[src/rtl/cache_ctrl_pkg.sv]
// Shared definitions for the set-associative cache controller: FSM state
// encoding and the line-offset width helper.
package cache_ctrl_pkg;

    typedef enum logic [2:0] {
        S_IDLE   = 3'd0,
        S_WB     = 3'd1,
        S_RD     = 3'd2,
        S_DONE   = 3'd3,
        S_CWRITE = 3'd4
    } state_t;

    // Number of bits needed to address a word within a line of 'words' words.
    function automatic int calc_offw(input int words);
        int w;
        w = 0;
        for (int i = 0; i < 31; i++) begin
            if ((1 << i) < words) begin
                w = i + 1;
            end
        end
        return w;
    endfunction

endpackage

[src/rtl/cache_assoc_controller_fill_tracker.sv]
// Tracks in-flight memory reads: a MEM_LAT-deep pipe of issue flags whose
// output marks the cycle each word returns, plus the response word counter.
module fill_tracker
    import cache_ctrl_pkg::*;
#(
    parameter int WORDS   = 4,
    parameter int MEM_LAT = 2,
    parameter int OFFW    = calc_offw(WORDS)
) (
    input  logic            clk,
    input  logic            rst,
    input  logic            issue,
    output logic            fill_en,
    output logic [OFFW-1:0] fill_offset,
    output logic            last_fill
);

    logic [MEM_LAT-1:0] flag_pipe_reg;
    logic [OFFW-1:0]    rsp_cnt_reg;

    assign fill_en     = flag_pipe_reg[MEM_LAT-1];
    assign fill_offset = rsp_cnt_reg;
    assign last_fill   = fill_en && (rsp_cnt_reg == OFFW'(WORDS - 1));

    // Shift issue flags so each one surfaces exactly MEM_LAT cycles later.
    always_ff @(posedge clk) begin
        if (rst) begin
            flag_pipe_reg <= '0;
        end else begin
            flag_pipe_reg[0] <= issue;
            for (int i = 1; i < MEM_LAT; i++) begin
                flag_pipe_reg[i] <= flag_pipe_reg[i-1];
            end
        end
    end

    // Count returned words; the final word of the line returns it to zero.
    always_ff @(posedge clk) begin
        if (rst) begin
            rsp_cnt_reg <= '0;
        end else if (fill_en) begin
            rsp_cnt_reg <= last_fill ? '0 : rsp_cnt_reg + OFFW'(1);
        end
    end

endmodule

[src/rtl/cache_assoc_controller.sv]
// Set-associative cache controller: zero-cycle hits, invalid-first then
// round-robin victim choice, dirty write-back and pipelined line refill.
module cache_assoc_controller
    import cache_ctrl_pkg::*;
#(
    parameter int WAYS    = 2,
    parameter int WORDS   = 4,
    parameter int MEM_LAT = 2,
    localparam int OFFW   = calc_offw(WORDS)
) (
    input  logic            clk,
    input  logic            rst,
    input  logic            Rd,
    input  logic            Wr,
    input  logic [WAYS-1:0] hit,
    input  logic [WAYS-1:0] valid,
    input  logic [WAYS-1:0] dirty,
    input  logic            mem_stall,
    output logic            Stall,
    output logic            CacheHit,
    output logic            done,
    output logic            comp,
    output logic            write,
    output logic            valid_in,
    output logic [WAYS-1:0] way_sel,
    output logic            cache_in,
    output logic            mem_in,
    output logic            read_mem,
    output logic            write_mem,
    output logic [OFFW-1:0] mem_offset,
    output logic [OFFW-1:0] cache_offset
);

    state_t          state_reg;
    logic [OFFW-1:0] wb_cnt_reg;
    logic [OFFW:0]   req_cnt_reg;
    logic            rr_victim_reg;
    logic            victim_way_reg;

    logic            req;
    logic [WAYS-1:0] hit_valid;
    logic [WAYS:0]   hit_seen;
    logic [WAYS:0]   free_seen;
    logic [WAYS-1:0] hit_onehot;
    logic [WAYS-1:0] free_onehot;
    logic [WAYS-1:0] victim_sel;
    logic            any_hit;
    logic            any_free;
    logic            miss_victim;
    logic            victim_dirty;
    logic            issue;
    logic            fill_en;
    logic [OFFW-1:0] fill_offset;
    logic            last_fill;

    assign req       = Rd | Wr;
    assign hit_valid = hit & valid;

    // Priority chains: the lowest-indexed hitting way and lowest invalid way win.
    assign hit_seen[0]  = 1'b0;
    assign free_seen[0] = 1'b0;
    for (genvar gi = 0; gi < WAYS; gi++) begin : g_way
        assign hit_onehot[gi]   = hit_valid[gi] & ~hit_seen[gi];
        assign hit_seen[gi+1]   = hit_seen[gi] | hit_valid[gi];
        assign free_onehot[gi]  = ~valid[gi] & ~free_seen[gi];
        assign free_seen[gi+1]  = free_seen[gi] | ~valid[gi];
        assign victim_sel[gi]   = (1'(gi) == victim_way_reg);
    end

    assign any_hit  = hit_seen[WAYS];
    assign any_free = free_seen[WAYS];

    // Choose the miss victim and find out whether it must be written back.
    always_comb begin
        miss_victim  = rr_victim_reg;
        victim_dirty = 1'b0;
        if (any_free) begin
            for (int i = 0; i < WAYS; i++) begin
                if (free_onehot[i]) begin
                    miss_victim = 1'(i);
                end
            end
        end
        for (int i = 0; i < WAYS; i++) begin
            if (1'(i) == miss_victim) begin
                victim_dirty = valid[i] & dirty[i];
            end
        end
    end

    // A read goes out whenever words remain to request and memory is ready.
    assign issue = (state_reg == S_RD) && !req_cnt_reg[OFFW] && !mem_stall;

    fill_tracker #(
        .WORDS   (WORDS),
        .MEM_LAT (MEM_LAT),
        .OFFW    (OFFW)
    ) u_fill_tracker (
        .clk         (clk),
        .rst         (rst),
        .issue       (issue),
        .fill_en     (fill_en),
        .fill_offset (fill_offset),
        .last_fill   (last_fill)
    );

    // Controller state, counters and victim bookkeeping.
    always_ff @(posedge clk) begin
        if (rst) begin
            state_reg      <= S_IDLE;
            wb_cnt_reg     <= '0;
            req_cnt_reg    <= '0;
            rr_victim_reg  <= 1'b0;
            victim_way_reg <= 1'b0;
        end else begin
            case (state_reg)
                S_IDLE: begin
                    if (req) begin
                        if (WAYS == 2) begin
                            rr_victim_reg <= ~rr_victim_reg;
                        end
                        if (!any_hit) begin
                            victim_way_reg <= miss_victim;
                            state_reg      <= victim_dirty ? S_WB : S_RD;
                        end
                    end
                end
                S_WB: begin
                    if (!mem_stall) begin
                        if (wb_cnt_reg == OFFW'(WORDS - 1)) begin
                            wb_cnt_reg <= '0;
                            state_reg  <= S_RD;
                        end else begin
                            wb_cnt_reg <= wb_cnt_reg + OFFW'(1);
                        end
                    end
                end
                S_RD: begin
                    if (issue) begin
                        req_cnt_reg <= req_cnt_reg + (OFFW+1)'(1);
                    end
                    if (last_fill) begin
                        req_cnt_reg <= '0;
                        state_reg   <= Wr ? S_CWRITE : S_DONE;
                    end
                end
                S_DONE, S_CWRITE: begin
                    state_reg <= S_IDLE;
                end
                default: begin
                    state_reg <= S_IDLE;
                end
            endcase
        end
    end

    // Decode cache-array and memory controls from the current state.
    always_comb begin
        Stall        = (state_reg != S_IDLE);
        CacheHit     = 1'b0;
        done         = 1'b0;
        comp         = 1'b0;
        write        = 1'b0;
        valid_in     = 1'b0;
        way_sel      = '0;
        cache_in     = 1'b0;
        mem_in       = 1'b0;
        read_mem     = 1'b0;
        write_mem    = 1'b0;
        mem_offset   = '0;
        cache_offset = '0;
        case (state_reg)
            S_IDLE: begin
                comp = req;
                if (req && any_hit) begin
                    CacheHit = 1'b1;
                    done     = 1'b1;
                    way_sel  = hit_onehot;
                    write    = Wr;
                end
            end
            S_WB: begin
                write_mem    = 1'b1;
                mem_in       = 1'b1;
                way_sel      = victim_sel;
                mem_offset   = wb_cnt_reg;
                cache_offset = wb_cnt_reg;
            end
            S_RD: begin
                read_mem   = !req_cnt_reg[OFFW];
                mem_offset = req_cnt_reg[OFFW-1:0];
                if (fill_en) begin
                    write        = 1'b1;
                    valid_in     = 1'b1;
                    cache_in     = 1'b1;
                    way_sel      = victim_sel;
                    cache_offset = fill_offset;
                end
            end
            S_DONE: begin
                done = 1'b1;
            end
            S_CWRITE: begin
                comp     = 1'b1;
                write    = 1'b1;
                valid_in = 1'b1;
                way_sel  = victim_sel;
                done     = 1'b1;
            end
            default: begin
                Stall = 1'b1;
            end
        endcase
    end

endmodule

[config.mk]
export PLATFORM = sky130hd
export DESIGN_NAME = cache_assoc_controller
export DESIGN_NICKNAME = d
export VERILOG_FILES = /design/src/rtl/cache_ctrl_pkg.sv /design/src/rtl/cache_assoc_controller_fill_tracker.sv /design/src/rtl/cache_assoc_controller.sv
export SDC_FILE = /design/constraint.sdc
export NUM_CORES = 1
export LEC_CHECK = 0
export CAP_MARGIN = 20
export CORE_MARGIN = 5
export CORE_UTILIZATION = 34
export CTS_BUF_LIST = sky130_fd_sc_hd__clkbuf_4 sky130_fd_sc_hd__clkbuf_8
export CTS_CLUSTER_DIAMETER = 30
export DETAILED_ROUTE_END_ITERATION = 16
export PLACE_DENSITY_LB_ADDON = 0.1
export SLEW_MARGIN = 0
export SYNTH_ARGS = -nofsm -noshare
export SYNTH_HDL_FRONTEND = slang
export SYNTH_SLANG_ARGS = --single-unit
[constraint.sdc]
create_clock -name clk -period 2.4 [get_ports clk]
set_clock_uncertainty 0.05 [all_clocks]
set_input_delay 0.24 -clock clk [delete_from_list [all_inputs] [get_ports clk]]
set_output_delay 0.24 -clock clk [all_outputs]
set_load 0.02 [all_outputs]
Word-level counts from Yosys, hierarchy flattened. Cells that the tools add are included. Widths: inputs -> output; s select.

Word-level logic and storage cells: 87. Bits in registers: 14. Output and inout bits: 16. Input port bits: 11.

Bitwise operators: 15. Mux-type cells: 34. Equality and inequality tests: 11. Add/subtract/negate cells: 3. Reductions and logical operators: 17.

Operators with widths (number): $mux 3 (8); $mux 1 (12); $mux 2 (6); $pmux 3 s3 (1); $ne 2x2->1 const B (4); $pmux 2 s2 (2); $not 1->1 (7); $eq 3x2->1 const B (2); $pmux 1 s2 (3); $pmux 2 s3 (1); $reduce_and 2->1 (3); $reduce_and 5->1 (1); $reduce_or 5->1 (1); $add 2x1->2 const B (2); $and 1x1->1 (4); $eq 2x2->1 const B (2); $logic_and 1x1->1 (4); $reduce_or 2->1 (2); $add 3x1->3 const B (1); $eq 3x1->1 const B (1); $eq 3x3->1 const B (1); $logic_not 3->1 (1); $or 1x1->1 (3); $pmux 1 s3 (1); other kinds (6) (7).

Logic depth before layout (Yosys ltp). Gate-level depths: netlist of run 1.

Depth after elaboration: 9. Gate-level depth with buffers: 6. Depth with buffers taken out: 5.

By module. Synthesis of run 1 repeated with hierarchy kept, for this count alone.

Cells, all modules: 107. Area, all modules: 930.9 µm².

Modules (own cells, without submodules): cache_assoc_controller (times used 1, cells each 94, area each 785.8 µm², seq. area each 200.2 µm²); fill_tracker (times used 1, cells each 13, area each 145.1 µm², seq. area each 80.1 µm²).

Worst setup path before layout of run 1. OpenSTA, ideal clock, no wires.

Path type: register -> output. From: register state_reg[1]. To: output way_sel[0]. Slack: 0.605 ns. Required time: 2.110 ns. Cell stages (with the launch flop): 6. Data arrival time: 1.505 ns. Cell sequence: dfxtp_1 buf_6 nand2b_1 a21oi_1 nor2_1 o22ai_1.

Cells in the longest elaborated chain, start to end: 3. Elaborated cells on any way between the ends: 6. Those cells by class: eq/ne: 3; mux: 1; reduce/logical: 2.

Ends and longest elaborated chain: start: declaration (line cache_assoc_controller.sv:34) `state_t state_reg;`; start signal: assignment (line cache_assoc_controller.sv:124) `state_reg <= victim_dirty ? S_WB : S_RD;`; start signal: assignment (line cache_assoc_controller.sv:144) `state_reg <= Wr ? S_CWRITE : S_DONE;`; $eq 3x1->1 / $eq 3x3->1 (equally long branches) (line cache_assoc_controller.sv:172) `case (state_reg)`; $reduce_or 2->1 (no line); $pmux 2 s3 * (line cache_assoc_controller.sv:172); end: declaration (line cache_assoc_controller.sv:25) `output logic [WAYS-1:0] way_sel,`.

Mark *: on every way between the ends. The rest lies on a longest branch, timed or not.

Worst setup path in the final report of run 1.
From: register state_reg[1]. To: output cache_offset[0].

Cells in the longest elaborated chain, start to end: 2. Elaborated cells on any way between the ends: 3. Those cells by class: eq/ne: 2; mux: 1.

Ends and longest elaborated chain: $eq 3x2->1 / $eq 3x1->1 (equally long branches) (line cache_assoc_controller.sv:172); $pmux 2 s2 * (line cache_assoc_controller.sv:172); end: declaration (line cache_assoc_controller.sv:31) `output logic [OFFW-1:0] cache_offset`.

Marked as above.

==> impl_metrics.env, run 1 <==
export IMPL_status="complete, no violations"
export IMPL_synth_enable_flop_cells=0
export IMPL_worst_slack_ps=129
export IMPL_synth_top_area_frac=0.309
export IMPL_cp_top_family="buffers and inverters"
export IMPL_synth_cells=105
export IMPL_wl_per_cell_um=13.9
export IMPL_regArea_um2=283
export IMPL_synth_ff_type="dfxtp_1"
export IMPL_cp_start_kind="register"
export IMPL_multi_input_area_um2=563
export IMPL_clock_latency_ps=280
export IMPL_synthArstFlopShare=0
export IMPL_numPlacedInstances=160
export IMPL_startpoint="state_reg[1]"
export IMPL_ir_drop_uv=495
export IMPL_die_y_um=61.7
export IMPL_final_cells=166
export IMPL_grt_overflow_total=0
export IMPL_critPathCaptureType="output pin"
export IMPL_crit_reg2reg_launch="state_reg[1]"
export IMPL_syn2layout_area_growth_pct=37.4
export IMPL_synthTopCellsByArea="dfxtp_1, a22o_1, nor2_1"
export IMPL_vias=894
export IMPL_die_width_um=61.7
export IMPL_yosys_warnings=0
export IMPL_crit_buf_inv=1
export IMPL_via_per_inst=5.39
export IMPL_drc=0
export IMPL_n_antenna_cell=0
export IMPL_grt_max_degree=16
export IMPL_maxCapViolCount=0
export IMPL_tightest_slew_ps=287
export IMPL_cp_max_fo=6
export IMPL_slowest_delay_ps=600
export IMPL_rows=18
export IMPL_p_per_area_nw_per_um2=819
export IMPL_worstPathRequired_ps=2110
export IMPL_arrival_ps=1980
export IMPL_crit_chain="or3b_1, nor2_2, a22o_1, clkdlybuf4s50_1"
export IMPL_port_buffers=26
export IMPL_utilization=0.494
export IMPL_syn_nets=119
export IMPL_cts_buffers=3
export IMPL_drtIter0Drc=34
export IMPL_netlist_area_um2=907
export IMPL_die_area_um2=3800
export IMPL_io_pins=27
export IMPL_clkSinkCount=14
export IMPL_tns_ps=0
export IMPL_clk_pin_slew_ps=90
export IMPL_initial_core_util=0.360
export IMPL_grt_pass1_wl_um=3750
export IMPL_avgSynthCellArea_um2=8.64
export IMPL_dpl_worst_slack_ps=246
export IMPL_finalWorstPathRequiredPeriod_ps=2270
export IMPL_ant_nets=0
export IMPL_design_area_um2=1250
export IMPL_slew_headroom=0.808
export IMPL_htree_levels=1
export IMPL_placed_area_um2=1190
export IMPL_fmax_mhz=440
export IMPL_hp_start="u_fill_tracker.flag_pipe_reg[0]"
export IMPL_grt_usage=0.132
export IMPL_synth_top_area_cell="dfxtp_1"
export IMPL_hpwl_um=1780
export IMPL_cp_slowest_cell="clkdlybuf4s50_1"
export IMPL_drive_above_1_share=0.176
export IMPL_grt_setup_unrepaired="false"
export IMPL_hold_violations=0
export IMPL_final_nets=152
export IMPL_cts_root_buf="clkbuf_4"
export IMPL_nFillCells=258
export IMPL_hold_class="reg -> reg"
export IMPL_grt_pass1_vias=857
export IMPL_cts_hold_buf=0
export IMPL_finalCritPeriodShare=0.946
export IMPL_path_class="reg -> out"
export IMPL_setup_viol=0
export IMPL_totalWireLength_um=2300
export IMPL_cts_tree="done"
export IMPL_synth_ff_latch_count=14
export IMPL_hold_worst_slack_ps=395
export IMPL_clk_path_buf_depth=2
export IMPL_slew_viol_final=0
export IMPL_finalPower_mw=1.02
export IMPL_power_leakage_nw=0.497
export IMPL_core_area_um2=2520
export IMPL_ys_seq_area_frac=0.309
export IMPL_antenna_found_initial=0
export IMPL_place_congestion=0.796
export IMPL_dr_pass1_iters=4
export IMPL_synth_cell_types=42
## where the power goes
part	internal (mW)	leakage (nW)	switching [mW]
clock	0.0581	0.0138	0.0730
combinational	0.285	0.368	0.290
sequential	0.269	0.115	0.0457
total	0.612	0.497	0.409
## final cells by class
class,count,area share
clock buffer,3,0.0181
inverter,4,0.0120
multi-input combinational,81,0.452
sequential,14,0.227
tap,30,0.0301
timing repair buffer,34,0.261
## cells in the mapped netlist, drive strengths merged (2+ instances only)
library cell and number:
ha 3, nor2 15, a22o 6, o22ai 2
nand2 7, nor3 2, a21oi 6, buf 5
nand3 2, o21ai 9, a211oi 3, nand3b 3
nor3b 3, dfxtp 14, and2 2, inv 4
mux2i 2
## final timing paths
check	endpoint	slack, ps	depth (start not counted)
setup / recovery	cache_offset[0]	130	4
hold / removal	u_fill_tracker.flag_pipe_reg[1]	400	1
setup reg to reg	state_reg[0]	760	6
hold reg to reg	u_fill_tracker.flag_pipe_reg[1]	400	1
## repair_timing
item / 4_1_cts / 5_1_grt
cloned: 0 / 0
endpoints found under the setup margin: 3 / 7
resized for setup: 2 / 3
endpoints found under the hold margin: 0 / 0
setup buffers: 0 / 3
## per-layer routing
layer / global-route usage / wire length (um) / share of wire
met2: 0.220 / 1130 / 0.49
met5: 0 / 0 / 0
met4: 0.0273 / 14 / 0.0061
met1: 0.163 / 1060 / 0.46
met3: 0.0482 / 99 / 0.043
## layout by cell type, fill, tap and decap left out, types with 3 or more instances in the layout
| cell | count |
|---|---|
| a21oi_1 | 4 |
| inv_1 | 4 |
| dfxtp_1 | 12 |
| o21ai_0 | 8 |
| nand3b_1 | 3 |
| a211oi_1 | 3 |
| nand2_1 | 7 |
| a22o_1 | 6 |
| clkdlybuf4s50_1 | 24 |
| ha_1 | 3 |
| buf_4 | 8 |
| clkbuf_4 | 3 |
| nor2_1 | 13 |
## kinds of logic (layout without fill, tap and decap cells)
kind of cell    count (synthesis)  after routing  synth area share
simple gates                   42             42             0.290
compound gates                 32             32             0.241
flops                          14             14             0.309
buf+inv                        10             41            0.0745
fa+ha+maj                       3              3            0.0414
mux                             3              3            0.0345
xor+xnor                        1              1           0.00966
Power figures use the tool's default switching activity.
==> inputs of run 2 (changes only) <==
--- a/config.mk
+++ b/config.mk
@@ -7,7 +7,7 @@
 export LEC_CHECK = 0
 export CAP_MARGIN = 20
 export CORE_MARGIN = 5
-export CORE_UTILIZATION = 34
+export CORE_UTILIZATION = 52
 export CTS_BUF_LIST = sky130_fd_sc_hd__clkbuf_4 sky130_fd_sc_hd__clkbuf_8
 export CTS_CLUSTER_DIAMETER = 30
 export DETAILED_ROUTE_END_ITERATION = 16
==> constraint.sdc (replaced) <==
create_clock -name clk -period 2.4 [get_ports clk]
set_clock_uncertainty 0.05 [all_clocks]
set_input_delay 0.36 -clock clk [delete_from_list [all_inputs] [get_ports clk]]
set_output_delay 0.36 -clock clk [all_outputs]
set_load 0.02 [all_outputs]
==> run 2 against run 1 <==
Net effect: sequential cell count did not move; sequential share of layout area rose by 0.21 points; combinational power fell by 2%; power fell by 2.3%; first-iteration DRC count fell by 53%; sequential power fell by 5%; final cell count fell by 7.8%; critical path depth rose by 2; fmax fell by 1.8%.
==> impl_metrics.env, run 2 (same netlist as run 1, synthesis figures left out) <==
export IMPL_status="complete, no violations"
export IMPL_post_cts_resized=6
export IMPL_initial_core_util=0.537
export IMPL_holdPathStages=1
export IMPL_final_nets=152
export IMPL_place_congestion=0.846
export IMPL_clkSinkCount=14
export IMPL_slew_viol_final=0
export IMPL_finalWorstPathRequiredPeriod_ps=2310
export IMPL_dr_pass1_iters=4
export IMPL_io_pins=27
export IMPL_tns_ps=0
export IMPL_hold_class="reg -> reg"
export IMPL_vias=883
export IMPL_final_cell_mix="clkdlybuf4s50_1, dfxtp_1, nor2_1, o21ai_0, buf_4"
export IMPL_grt_pass1_wl_um=3560
export IMPL_grt_overflow_total=0
export IMPL_hpwl_um=1780
export IMPL_fmax_mhz=432
export IMPL_ant_nets=0
export IMPL_power_leakage_nw=0.535
export IMPL_maxCapViolCount=0
export IMPL_ir_drop_uv=471
export IMPL_antenna_found_initial=0
export IMPL_cp_start_kind="primary input"
export IMPL_hold_end="u_fill_tracker.flag_pipe_reg[1]"
export IMPL_grt_max_degree=15
export IMPL_regArea_um2=280
export IMPL_cts_setup_buffers=0
export IMPL_drc=0
export IMPL_path_class="in -> out"
export IMPL_core_area_um2=1690
export IMPL_cts_root_buf="clkbuf_4"
export IMPL_nFillCells=141
export IMPL_setup_viol=0
export IMPL_drtIter0Drc=16
export IMPL_clk_pin_slew_ps=80
export IMPL_slowest_delay_ps=540
export IMPL_p_per_area_nw_per_um2=815
export IMPL_clock_latency_ps=270
export IMPL_slew_headroom=0.786
export IMPL_finalCritPeriodShare=0.964
export IMPL_hold_violations=0
export IMPL_tightest_slew_ps=321
export IMPL_hp_start="u_fill_tracker.flag_pipe_reg[0]"
export IMPL_n_antenna_cell=0
export IMPL_crit_chain="clkdlybuf4s50_1, a22oi_1, nor2_1, o21ai_0, o21ai_0, clkdlybuf4s50_1"
export IMPL_grt_usage=0.174
export IMPL_die_y_um=51.8
export IMPL_die_area_um2=2680
export IMPL_crit_reg2reg_launch="state_reg[2]"
export IMPL_layout_commonest_cell="clkdlybuf4s50_1"
export IMPL_drive_above_1_share=0.162
export IMPL_grt_setup_unrepaired="false"
export IMPL_htree_levels=1
export IMPL_cts_tree="done"
export IMPL_multi_input_area_um2=563
export IMPL_grt_pass1_vias=841
export IMPL_port_buffers=26
export IMPL_cp_slowest_cell="clkdlybuf4s50_1"
export IMPL_cp_max_fo=5
export IMPL_cts_hold_buf=0
export IMPL_die_width_um=51.8
export IMPL_syn2layout_area_growth_pct=34.9
export IMPL_ff2ff_path_depth=5
export IMPL_r2r_end="victim_way_reg"
export IMPL_worstPathRequired_ps=1990
export IMPL_hold_worst_slack_ps=408
export IMPL_arrival_ps=1900
export IMPL_via_per_inst=5.77
export IMPL_clk_path_buf_depth=2
export IMPL_critPathCaptureType="output pin"
export IMPL_rows=15
export IMPL_totalWireLength_um=2180
export IMPL_cts_buffers=3
export IMPL_r2r_setup_slack_ps=830
export IMPL_wl_per_cell_um=14.2
run 2: cell types whose count changed in the layout (fill, tap and decap cells not counted), sizes merged:
| cell | change |
|---|---|
| dlymetal6s2s | +1 |
| dlygate4sd2 | +5 |
| clkdlybuf4s50 | -6 |
run 2: layer usage:
layer,track usage,wire length (um),up-vias
met1,0.210,1010,419
li1,-,-,447
met2,0.314,1080,15
met5,0,0,-
met3,0.0516,73,2
met4,0.0131,9,0
run 2: area by class of cell:
cell class,instances,area share
multi-input combinational,81,0.460
inverter,4,0.0123
tap,17,0.0174
sequential,14,0.229
timing repair buffer,34,0.263
clock buffer,3,0.0184
run 2: stage by stage:
| stage | area (um^2) | cells | power, mW | worst slack (ps) | utilization |
|---|---|---|---|---|---|
| floorplan | 907 | 105 | 0.685 | 485 | - |
| global placement | 1200 | 150 | 0.875 | 86.4 | 0.708 |
| detailed placement | 1200 | 150 | 0.886 | 93.2 | 0.708 |
| CTS | 1220 | 153 | 1.01 | 1.55 | 0.720 |
| global route | 1220 | 153 | 1.06 | 0.809 | 0.724 |
| finish | 1220 | 153 | 0.997 | 87.6 | 0.724 |
run 2: report_power, final:
part	internal, mW	total, mW	switching [mW]
sequential	0.267	0.300	0.0331
clock	0.0581	0.131	0.0732
combinational	0.267	0.566	0.299
run 2: how the worst max path moves through the flow:
stage / start / endpoint / cells past startpoint
finish: valid[0] / done / 6
global route: valid[0] / done / 6
CTS: state_reg[1] / mem_offset[0] / 5
detailed placement: valid[0] / done / 6
global placement: valid[0] / done / 6
floorplan: state_reg[1] / way_sel[0] / 5
run 2: critical path: cells and delay by family:
family / cells / cell delay (ps)
and+or+nand+nor: 1 / 70
buffers and inverters: 2 / 1010
AOI/OAI and AO/OA: 3 / 460
